<file path="src/rtl/mips_pkg.sv">
// Shared MIPS datapath types and constants: register address/word widths and the $zero index.
// Imported by the register file and its write decoder.
package mips_pkg;

  localparam int REG_ADDR_W = 5;
  localparam int NUM_REGS   = 32;
  localparam int WORD_W     = 32;

  typedef logic [REG_ADDR_W-1:0] reg_addr_t;
  typedef logic [WORD_W-1:0]     word_t;

  localparam reg_addr_t REG_ZERO = 5'd0;

endpackage

</file>
<file path="src/rtl/reg_wr_decoder.sv">
// Write-register decoder: address + enable -> one-hot register write strobe, $zero never enabled.
// Latency: combinational. Backpressure: none.
// No state; a deasserted enable yields an all-zero strobe whatever the address.
module reg_wr_decoder #(
  parameter int ADDR_W = mips_pkg::REG_ADDR_W
) (
  input  logic [ADDR_W-1:0]      addr,
  input  logic                   en,
  output logic [(1<<ADDR_W)-1:0] onehot
);

  always_comb begin
    onehot = '0;
    if (en) begin
      onehot[addr] = 1'b1;
    end
    onehot[0] = 1'b0;
  end

endmodule

</file>
<file path="src/rtl/reg_file_wb.sv">
// MIPS GPR file: 2**ADDR_W x DATA_W, two combinational read ports, one clocked write port.
// Latency: reads 0 cycles, writes visible after the edge. Backpressure: none (always accepts).
// Optional REGFILE_WB_BYPASS_EN forwards the in-flight write-back data onto matching read ports.
module reg_file_wb
  import mips_pkg::*;
#(
  parameter int DATA_W = WORD_W,
  parameter int ADDR_W = REG_ADDR_W
) (
  input  logic              clk,
  input  logic              reset,
  input  logic              reg_write,
  input  logic [ADDR_W-1:0] write_reg,
  input  logic [DATA_W-1:0] write_data,
  input  logic [ADDR_W-1:0] read_reg1,
  input  logic [ADDR_W-1:0] read_reg2,
  output logic [DATA_W-1:0] read_data1,
  output logic [DATA_W-1:0] read_data2
);

  localparam int NREG = 1 << ADDR_W;

  logic [NREG-1:0]   wr_en;
  logic [DATA_W-1:0] regs [NREG];

  reg_wr_decoder #(
    .ADDR_W (ADDR_W)
  ) u_wr_dec (
    .addr   (write_reg),
    .en     (reg_write),
    .onehot (wr_en)
  );

  // Entry 0 is never strobed, so it stays at its reset value of zero.
  always_ff @(posedge clk or posedge reset) begin
    if (reset) begin
      for (int k = 0; k < NREG; k++) begin
        regs[k] <= '0;
      end
    end else begin
      for (int k = 0; k < NREG; k++) begin
        if (wr_en[k]) begin
          regs[k] <= write_data;
        end
      end
    end
  end

`ifdef REGFILE_WB_BYPASS_EN
  logic wb_live;
  // Reset squashes the write, so it must squash the forward as well.
  assign wb_live = reg_write && !reset && (write_reg != ADDR_W'(REG_ZERO));

  always_comb begin
    read_data1 = regs[read_reg1];
    read_data2 = regs[read_reg2];
    if (wb_live && (write_reg == read_reg1)) begin
      read_data1 = write_data;
    end
    if (wb_live && (write_reg == read_reg2)) begin
      read_data2 = write_data;
    end
  end
`else
  always_comb begin
    read_data1 = regs[read_reg1];
    read_data2 = regs[read_reg2];
  end
`endif

endmodule

</file>
<file path="config.mk">
export PLATFORM = sky130hd
export DESIGN_NAME = reg_file_wb
export DESIGN_NICKNAME = d
export VERILOG_FILES = /design/src/rtl/mips_pkg.sv /design/src/rtl/reg_wr_decoder.sv /design/src/rtl/reg_file_wb.sv
export SDC_FILE = /design/constraint.sdc
export NUM_CORES = 2
export LEC_CHECK = 0
export CAP_MARGIN = 40
export CORE_MARGIN = 1
export CORE_UTILIZATION = 35
export CTS_CLUSTER_DIAMETER = 120
export CTS_CLUSTER_SIZE = 30
export DETAILED_ROUTE_END_ITERATION = 8
export HOLD_SLACK_MARGIN = 0.03
export PLACE_DENSITY = 0.46
export SLEW_MARGIN = 10
export SYNTH_ARGS = -nofsm -noshare
export SYNTH_HDL_FRONTEND = slang
export SYNTH_SLANG_ARGS = --single-unit
</file>
<file path="constraint.sdc">
create_clock -name clk -period 42 [get_ports clk]
set_input_delay 8.4 -clock clk [delete_from_list [all_inputs] [get_ports clk]]
set_output_delay 8.4 -clock clk [all_outputs]
set_load 0.03 [all_outputs]
</file>
==> flow_metrics.tcl <==
set metrics [dict create \
    wl_um 192800 \
    area_delta_synth_final_pct 10.22 \
    postSynthCellCount 3598 \
    status "complete, no violations" \
    p_clk_share_pct 21.6 \
    track_usage_pct 25.10 \
    fmax_mhz 47.29 \
    setup_viol 0 \
    p_int_mw 1.711 \
    clock_latency_ns 0.67 \
    synth-seq-cells 992 \
    cts_tree "built" \
    hold_class "flip-flop to flip-flop" \
    drive_gt1_share_pct 47.51 \
    ant_nets 0 \
    numCtsBuffers 40 \
    die_x_um 392.3 \
    synth_edf_count 0 \
    htree_num_levels 2 \
    critPathRequiredTime_ns 33.60 \
    power.static_leakage_nw 24.96 \
    ys_types 30 \
    drt_iter0_markers 2513 \
    die-area_um2 153900 \
    worstPathArrival_ns 12.74 \
    antenna_found_initial 10 \
    power_switching_mw 0.7415 \
    top_regs "regs (992)" \
    cts_sinks 992 \
    grt_pass1_wl_um 276500 \
    start_kind "primary input" \
    synth_most_common_cell "mux2_2" \
    worst_pin_slew_ns 1.068 \
    worstSetupPathType "primary input to output pin" \
    synthFlopType "dfrtp_1" \
    post-cts-setup-buffers 0 \
    rsz0062_at_grt "no" \
    num_vias 34068 \
    grt_pass1_vias 36523 \
    yosys.area.top_type "dfrtp_1" \
    drt_pass1_iterations 5 \
    endpoint_kind "output pin" \
    wl_per_cell_um 34.76 \
    placed_area_um2 57430 \
    cts_resized 0 \
    pwr-share-seq_pct 52.1 \
    dpl_worst_slack_ns 20.81 \
    cts_buffer_depth 3 \
    dp.final_hpwl_um 117000 \
    slew-limit-headroom_pct 28.78 \
    power_frac_comb_pct 26.3 \
    root_buffer "clkbuf_16" \
    worst_slack_ns 20.86 \
    cap_violations 0 \
    yosysWarnings 0 \
    grt_max_degree 177 \
    post-route-period-util_pct 50.35 \
    drcViolationCount 0 \
    row_count 142 \
    ctsHoldBuffers 0 \
    syn_nets 3648 \
    core_area_um2 150500 \
    ios 114 \
    min_period_ns 21.14 \
    synth_common_cells "mux2_2 (1,022), dfrtp_1 (992), mux4_2 (384)" \
    final_cell_area_um2 58760 \
    clock-skew-final_ns 0 \
    top_register "regs" \
    finalSetupTns_ns 0 \
    hold_viol 0 \
    cp_max_fo 27 \
    slew_violations 0 \
    gp_congestion 0.7845 \
    clk_pin_slew_ns 0.10 \
    power_density_nw_per_um2 41.75 \
    viasPerCell 6.142 \
    synth_top_area_share_pct 46.57 \
    peakVddDrop_uv 29.26 \
    chipHeight_um 392.3 \
    ys_seq_area_share_pct 46.57 \
    port_buffers 113 \
    synthTopCellsByArea "dfrtp_1 (47%), mux2_2 (22%), mux4_2 (16%)" \
    largest_reg_flops 992 \
    layout.nets 3564 \
    whs_ns 0.5228 \
    initial_core_util_pct 35.42 \
    synth_area_per_cell_um2 14.82 \
    syn_area_um2 53310 \
    async_flop_share_pct 100.0 \
    switching_share_pct 30.23 \
    overflow 0 \
]
-- metrics by stage --
step	cells	total power, mW	util, %
after detailed placement	5484	1.942	38.16
final	5547	2.453	39.04
after floorplan	3598	1.736	-
after CTS	5540	2.471	38.97
after global placement	5407	1.887	37.16
after global routing	5545	2.567	39.04
-- path summary, 6_finish.rpt --
| path | to | cells after the start | slack, ns | startpoint |
|---|---|---|---|---|
| worst max-delay path | read_data1[12] | 9 | 20.86 | read_reg1[1] |
| worst min-delay path | regs[378] | 1 | 0.52 | regs[378] |
| worst max register to register | regs[374] | 1 | 41.18 | regs[374] |
| worst min register to register | regs[378] | 1 | 0.52 | regs[378] |
| max in group asynchronous | regs[679] | 10 | 30.50 | reset |
| min in group asynchronous | regs[122] | 2 | 8.22 | reset |
-- logic make-up after synthesis --
kind of cell	Yosys count	synth area share, %
buffers and inverters	400	3.603
flip-flops	992	46.57
multiplexers	1632	42.14
AND/OR/NAND/NOR	126	1.383
AO/OA/AOI/OAI	448	6.309
-- worst max-delay path, stage by stage --
cell             delay [ns]
buf_4                  0.45
buf_4                  0.68
nand2_2                0.57
buf_4                  0.44
o22ai_1                0.29
a211oi_1               0.10
o31ai_1                0.75
buf_4                  0.26
clkdlybuf4s50_1        0.69
-- cell type report --
type	count	area, µm²
clock inverter	8	116.4
clock buffer	48	1092
antenna	3	7.507
multi-input combinational	2206	26810
sequential	992	24820
tap	2016	2522
inverter	3	18.77
fill	13832	91730
timing repair buffer	271	3366
-- layout by cell type (no fill, tap or decap), types with 34 or more instances in the layout --
cell / instances
mux2_2: 1022
dfrtp_1: 992
mux4_2: 384
mux2i_1: 192
a22o_1: 192
clkdlybuf4s50_1: 103
buf_4: 80
and2_1: 64
o22ai_1: 64
a211oi_1: 64
o21ai_1: 64
o31ai_1: 64
clkbuf_16: 41
mux2_1: 34
buf_8: 34
-- metal layers --
layer / routed length, µm / track usage, % / vias to the layer above
li1: - / - / 13705
met1: 84430 / 34.54 / 18911
met2: 92060 / 40.84 / 1135
met3: 10410 / 3.734 / 307
met4: 5852 / 7.500 / 10
met5: 61 / 0 / -
-- power by group through the flow --
| stage | clock (mW) | sequential [mW] | combinational (mW) |
|---|---|---|---|
| after detailed placement | 0 | 1.29 | 0.649 |
| after global routing | 0.578 | 1.30 | 0.688 |
| after global placement | 0 | 1.27 | 0.618 |
| after floorplan | 0 | 1.25 | 0.487 |
| after CTS | 0.549 | 1.27 | 0.650 |
| final | 0.529 | 1.28 | 0.646 |
Power figures use the tool's default switching activity.
